`src/rtl/fir_ctrl_pkg.sv`:
```
// Shared types and defaults for the moving-average FIR stream controller.
package fir_ctrl_pkg;

   typedef enum logic [1:0] {
      ST_IDLE  = 2'd0,
      ST_RUN   = 2'd1,
      ST_DRAIN = 2'd2
   } fir_state_e;

   localparam int TAPS_DEF    = 8;
   localparam int LATENCY_DEF = 5;

   // Bits needed to count 0..taps-1 for the warm-up window counter.
   function automatic int win_cnt_w(input int taps);
      return (taps > 2) ? $clog2(taps) : 1;
   endfunction

endpackage

```
`src/rtl/fir_token_pipe.sv`:
```
// Token shift register tracking which datapath stages hold a result to emit.
module fir_token_pipe
   import fir_ctrl_pkg::*;
#(
   parameter int LATENCY = LATENCY_DEF
) (
   input  logic               CLK,
   input  logic               rst,
   input  logic               ce,
   input  logic               shift_in,
   input  logic               consume,
   output logic [LATENCY-1:0] tok
);

   always_ff @(posedge CLK or negedge rst) begin
      if (!rst) begin
         tok <= '0;
      end else if (ce) begin
         tok <= {tok[LATENCY-2:0], shift_in};
      end else if (consume) begin
         // Result taken while the datapath holds still: retire only the last stage.
         tok[LATENCY-1] <= 1'b0;
      end
   end

endmodule

```
`src/rtl/fir_stream_ctrl.sv`:
```
// Valid/ready sequencer for the moving-average FIR datapath.
//   state    | meaning
//   ST_IDLE  | waiting for start, datapath frozen
//   ST_RUN   | accepting samples, one dp_ce step per accept
//   ST_DRAIN | no input, stepping zeros in until all tokens leave
module fir_stream_ctrl
   import fir_ctrl_pkg::*;
#(
   parameter int DIN_W   = 16,
   parameter int DOUT_W  = 19,
   parameter int TAPS    = TAPS_DEF,
   parameter int LATENCY = LATENCY_DEF,
   parameter int DISCARD = 1,
   parameter int CNT_W   = 16
) (
   input  logic              CLK,
   input  logic              rst,
   input  logic              start,
   input  logic              flush,
   output logic              busy,
   input  logic              in_valid,
   output logic              in_ready,
   input  logic [DIN_W-1:0]  in_data,
   output logic              out_valid,
   input  logic              out_ready,
   output logic [DOUT_W-1:0] out_data,
   output logic              dp_ce,
   output logic [DIN_W-1:0]  dp_din,
   input  logic [DOUT_W-1:0] dp_dout,
   output logic [CNT_W-1:0]  sample_cnt
);

   localparam int               WIN_W   = win_cnt_w(TAPS);
   localparam logic [WIN_W-1:0] WIN_MAX = WIN_W'(TAPS - 1);

   fir_state_e         state_q, state_d;
   logic [WIN_W-1:0]   win_cnt;
   logic [LATENCY-1:0] tok;
   logic               adv, keep, shift_in, consume, clr_cnt, clr_win, cnt_step;

   assign out_valid = tok[LATENCY-1];
   assign out_data  = dp_dout;
   assign adv       = !out_valid || out_ready;
   assign keep      = (DISCARD == 0) || (win_cnt == WIN_MAX);
   assign busy      = (state_q != ST_IDLE);
   assign consume   = out_valid && out_ready && !dp_ce;
   assign cnt_step  = dp_ce && (state_q == ST_RUN);

   always_comb begin
      state_d  = state_q;
      in_ready = 1'b0;
      dp_ce    = 1'b0;
      dp_din   = '0;
      shift_in = 1'b0;
      clr_cnt  = 1'b0;
      clr_win  = 1'b0;
      case (state_q)
         ST_IDLE: begin
            if (start) begin
               state_d = ST_RUN;
               clr_cnt = 1'b1;
            end
         end
         ST_RUN: begin
            // flush wins over a same-cycle sample
            if (flush) begin
               state_d = ST_DRAIN;
            end else begin
               in_ready = adv;
               if (in_valid && adv) begin
                  dp_ce    = 1'b1;
                  dp_din   = in_data;
                  shift_in = keep;
               end
            end
         end
         ST_DRAIN: begin
            if (tok == '0) begin
               state_d = ST_IDLE;
               clr_win = 1'b1;
            end else if (adv) begin
               dp_ce = 1'b1;
            end
         end
         default: state_d = ST_IDLE;
      endcase
   end

   always_ff @(posedge CLK or negedge rst) begin
      if (!rst) begin
         state_q    <= ST_IDLE;
         win_cnt    <= '0;
         sample_cnt <= '0;
      end else begin
         state_q <= state_d;
         if (clr_cnt) begin
            win_cnt    <= '0;
            sample_cnt <= '0;
         end else if (cnt_step) begin
            sample_cnt <= sample_cnt + CNT_W'(1);
            if (win_cnt != WIN_MAX) win_cnt <= win_cnt + WIN_W'(1);
         end
         if (clr_win) win_cnt <= '0;
      end
   end

   fir_token_pipe #(.LATENCY(LATENCY)) u_tok (
      .CLK      (CLK),
      .rst      (rst),
      .ce       (dp_ce),
      .shift_in (shift_in),
      .consume  (consume),
      .tok      (tok)
   );

endmodule

```
`config.mk`:
```
export PLATFORM = sky130hd
export DESIGN_NAME = fir_stream_ctrl
export DESIGN_NICKNAME = d
export VERILOG_FILES = /design/src/rtl/fir_ctrl_pkg.sv /design/src/rtl/fir_token_pipe.sv /design/src/rtl/fir_stream_ctrl.sv
export SDC_FILE = /design/constraint.sdc
export NUM_CORES = 1
export LEC_CHECK = 0
export ABC_AREA = 0
export CORE_UTILIZATION = 41
export CTS_CLUSTER_SIZE = 8
export DETAILED_ROUTE_END_ITERATION = 16
export PLACE_DENSITY = 0.95
export SYNTH_ARGS = -nofsm -noshare
export SYNTH_HDL_FRONTEND = slang
export SYNTH_SLANG_ARGS = --single-unit
```
`constraint.sdc`:
```
create_clock -name CLK -period 5.2 [get_ports CLK]
set_input_delay 1.56 -clock CLK [delete_from_list [all_inputs] [get_ports CLK]]
set_output_delay 1.56 -clock CLK [all_outputs]
set_load 0.02 [all_outputs]
```
==> parameters.txt <==
Parameter                              Value

Status
  Status ... complete, no violations

Clock tree
  Buffer depth of the longest clock path ... 2
  Clock slew at reported path FFs ... approximately 0.080 ns
  CTS Root Buffer Type ... sky130_fd_sc_hd__clkbuf_8
  Insertion delay of the later-clocked pin in the worst-skew pair ... 0.28 ns
  Number of sinks driven by the clock tree ... 26
  CTS Hold Bufs ... 0
  Number of H-tree branching levels ... 1
  CTS buffer count ... 3
  CTS tree ... yes

Floorplan
  Die area ... 4390 um2
  Horizontal die dimension ... roughly 66 um
  Std-Cell Core Area ... 3799 um2
  Top Ports ... 96
  Die extent in y ... 66.26 um
  Initial standard-cell utilization of the core ... 0.4457
  Cell Rows ... 22

Finish
  Layout area overhead ... 32.22%
  Fin area ... about 2200 um2
  Fraction of layout instances using a drive strength above 1 ... 0.07763
  Sequential cell area ... between 600 and 700 um2
  Number of inserted filler cells in the final layout ... ~320
  Number of diodes ... 0
  Final Net Count ... roughly 270
  Area of the multi-input gates ... around 830 um2

Synth
  Number of nets in the synthesized netlist ... 230
  Netlist area before placement ... 1693 um2
  Synth area leader ... sky130_fd_sc_hd__dfrtp_1
  Number of warnings reported in the yosys synthesis log ... 0
  Post-synthesis async set-or-reset flop share ... 1.000
  Post-synth EDFFs ... 0
  Area fraction of the dominant cell type after synthesis ... 0.3843
  Share of the yosys chip area belonging to registers ... 0.3843
  Synthesized area per cell ... between 9 and 10 um2
  Number of distinct library cells after synthesis ... 31
  Cell with the most instances after synthesis ... sky130_fd_sc_hd__dfrtp_1
  Register bit count reported by yosys ... 26
  Number of instances in the synthesized netlist ... 181
  Commonest cells in the netlist ... sky130_fd_sc_hd__dfrtp_1, sky130_fd_sc_hd__and3_1, sky130_fd_sc_hd__buf_4
  Leading cell types by total area after synthesis ... sky130_fd_sc_hd__dfrtp_1, sky130_fd_sc_hd__buf_4, sky130_fd_sc_hd__and3_1, sky130_fd_sc_hd__ha_1, sky130_fd_sc_hd__a21oi_1
  Main flop type after synthesis ... sky130_fd_sc_hd__dfrtp_1

Placed design
  Pre-CTS setup slack ... roughly 0.054 ns
  Estimated wirelength of the detail-placed design ... roughly 3000 um
  Port Buffers ... 57
  Placed instance area ... 2165 um2
  Routability congestion estimate ... between 0.7 and 0.8

Global route
  Initial antenna violation count ... 0
  Pin count of the biggest net entering global routing ... 32
  Aggregate global-route resource usage ... 0.1918
  GRT overflow ... 0
  First-pass GRT wire length ... about 6600 um
  Via count of the first global-routing pass ... about 1,500

Worst hold path
  Min-Delay Path Class ... register to register
  Launch instance of the worst min-delay path ... u_tok.tok[3]

Critical path
  Critical path buffer and inverter count ... 2
  Critical path origin ... flush
  Type of element launching the critical path ... input pin
  Cell type of the slowest stage on the worst timing path ... sky130_fd_sc_hd__clkdlybuf4s50_1
  Family with the most delay on the worst path ... buffers and inverters
  CP Class ... input pin to output pin
  Endpoint arrival time on the critical path ... 3.37 ns
  Worst-path fanout max ... 18
  Worst flop-to-flop path startpoint ... state_q[1]
  Kind of end point of the critical path ... output pin
  Most used cell, CP ... sky130_fd_sc_hd__clkdlybuf4s50_1
  CP Data Required Time ... about 3.6 ns
  List of cells traversed by the critical path ... clkdlybuf4s50_1, nand2b_1, nor2_2, and3_1, clkdlybuf4s50_1
  Biggest cell delay along the critical path ... roughly 0.60 ns

STA
  Max frequency ... 202.7 MHz
  Final Skew ... ~0.018 ns
  RSZ-0062 raised after global routing ... false
  Fin crit share ... 0.9486
  Final-report setup violation count ... 0
  Worst relative slew slack ... 0.5725
  Number of pins with negative max-slew slack in the final report ... 0
  Post-route setup TNS ... 0 ns
  Fin crit period ... 4.933 ns
  Worst hold slack ... 0.5106 ns
  Pin slew with the least headroom to its limit ... 0.6412 ns
  PnR worst setup slack ... about 0.27 ns
  Number of hold-slack violations in the final timing report ... 0

Routing
  Number of search-and-repair iterations in the first detailed-routing pass ... 4
  Total via count after detailed routing ... between 1,000 and 1,500
  Final routed wire length divided by cell count ... roughly 15 um
  Post-route ant nets ... 0
  Avg Vias per Cell ... ~5.6
  DR iter-0 viols ... 47
  Total Routed Length ... around 4000 um
  Remaining design rule violation count ... 0

Power
  Worst vdd rail ir drop ... approximately 0.33 mV
  Static leakage ... 0.9598 nW
  Ratio of total power to cell area ... around 340 nW/um2

Run
  Number of max-capacitance violations reported ... 0
worst register-to-register path, cell delays in order (launching register included):
cell	delay [ns]
sky130_fd_sc_hd__dfrtp_1	0.43
sky130_fd_sc_hd__inv_1	0.14
sky130_fd_sc_hd__ha_1	0.19
sky130_fd_sc_hd__nand2b_1	0.10
sky130_fd_sc_hd__nand4bb_1	0.29
sky130_fd_sc_hd__o31a_4	0.26
sky130_fd_sc_hd__or4_1	0.55
sky130_fd_sc_hd__a21oi_1	0.17
report_power, final:
part	switching [mW]	internal [mW]	total, mW
Sequential	0.0321	0.233	0.265
Clock	0.0653	0.103	0.168
Combinational	0.180	0.153	0.333
Total	0.277	0.489	0.766
repair_timing:
item | 4_1_cts | 5_1_grt
buffers inserted | 0 | 0
endpoints found under the setup margin | 0 | 16
gates resized for setup | 0 | 1
state kept, by name (all words and copies together) (netlist names):
signal and count:
sample_cnt 16, state_q 2, u_tok.tok 5, win_cnt 3
cell families (layout without fill, tap and decap cells):
logic type               Yosys count  count (layout)  synth area share
AO/OA/AOI/OAI                     38              38            0.1441
XOR/XNOR                           1               1          0.005175
adder cells (fa/ha/maj)            8               8           0.05913
buffers and inverters             33              71            0.1249
flip-flops                        26              26            0.3843
multiplexers                       8               8           0.05100
AND/OR/NAND/NOR                   67              67            0.2313
through the flow:
step	cells	power [mW]	util
6_report	267	0.7662	0.5893
5_1_grt	267	0.8069	0.5893
4_1_cts	267	0.7663	0.5886
3_5_place_dp	263	0.5978	0.5698
3_3_place_gp	263	0.5815	0.5698
2_1_floorplan	181	0.5035	-
layer usage:
layer / track usage / vias to the layer above / part of all wire / routed length, um
li1: - / 716 / - / -
met1: 0.2312 / 717 / 0.41 / 1667
met2: 0.3189 / 56 / 0.51 / 2068
met3: 0.04655 / 8 / 0.059 / 237
met4: 0.09043 / 0 / 0.013 / 53
met5: 0 / - / 0 / 0
final timing paths:
kind / endpoint / slack (ns) / cells past startpoint
worst max register to register: sample_cnt[14] / 2.99 / 7
worst max-delay path: dp_din[5] / 0.27 / 5
worst min-delay path: u_tok.tok[4] / 0.51 / 1
worst min register to register: u_tok.tok[4] / 0.51 / 1
max in group asynchronous: sample_cnt[0] / 3.31 / 2
min in group asynchronous: sample_cnt[14] / 1.63 / 2
cells in the final DEF (no fill, tap or decap), types with 2 or more instances in the layout:
cell / instances
sky130_fd_sc_hd__nand3_1: 8
sky130_fd_sc_hd__nand2_1: 9
sky130_fd_sc_hd__and3_1: 19
sky130_fd_sc_hd__dfrtp_1: 26
sky130_fd_sc_hd__o31ai_1: 9
sky130_fd_sc_hd__or4_1: 8
sky130_fd_sc_hd__and2_1: 3
sky130_fd_sc_hd__a21oi_1: 15
sky130_fd_sc_hd__clkdlybuf4s50_1: 57
sky130_fd_sc_hd__nand4_1: 2
sky130_fd_sc_hd__or3_1: 7
sky130_fd_sc_hd__ha_1: 8
sky130_fd_sc_hd__mux2_2: 5
sky130_fd_sc_hd__clkbuf_8: 3
sky130_fd_sc_hd__inv_1: 6
sky130_fd_sc_hd__nand2b_1: 2
sky130_fd_sc_hd__o21ai_0: 8
sky130_fd_sc_hd__nor2_1: 5
sky130_fd_sc_hd__buf_4: 4
sky130_fd_sc_hd__mux2i_1: 3
layout make-up:
cell class / instances / share of cell area
sequential: 26 / 0.2907
clock buffer: 3 / 0.01845
inverter: 6 / 0.01006
multi-input combinational: 122 / 0.3723
tap: 48 / 0.02683
timing repair buffer: 61 / 0.2683
clock inverter: 1 / 0.01342
(Power assumes the default switching activity.)
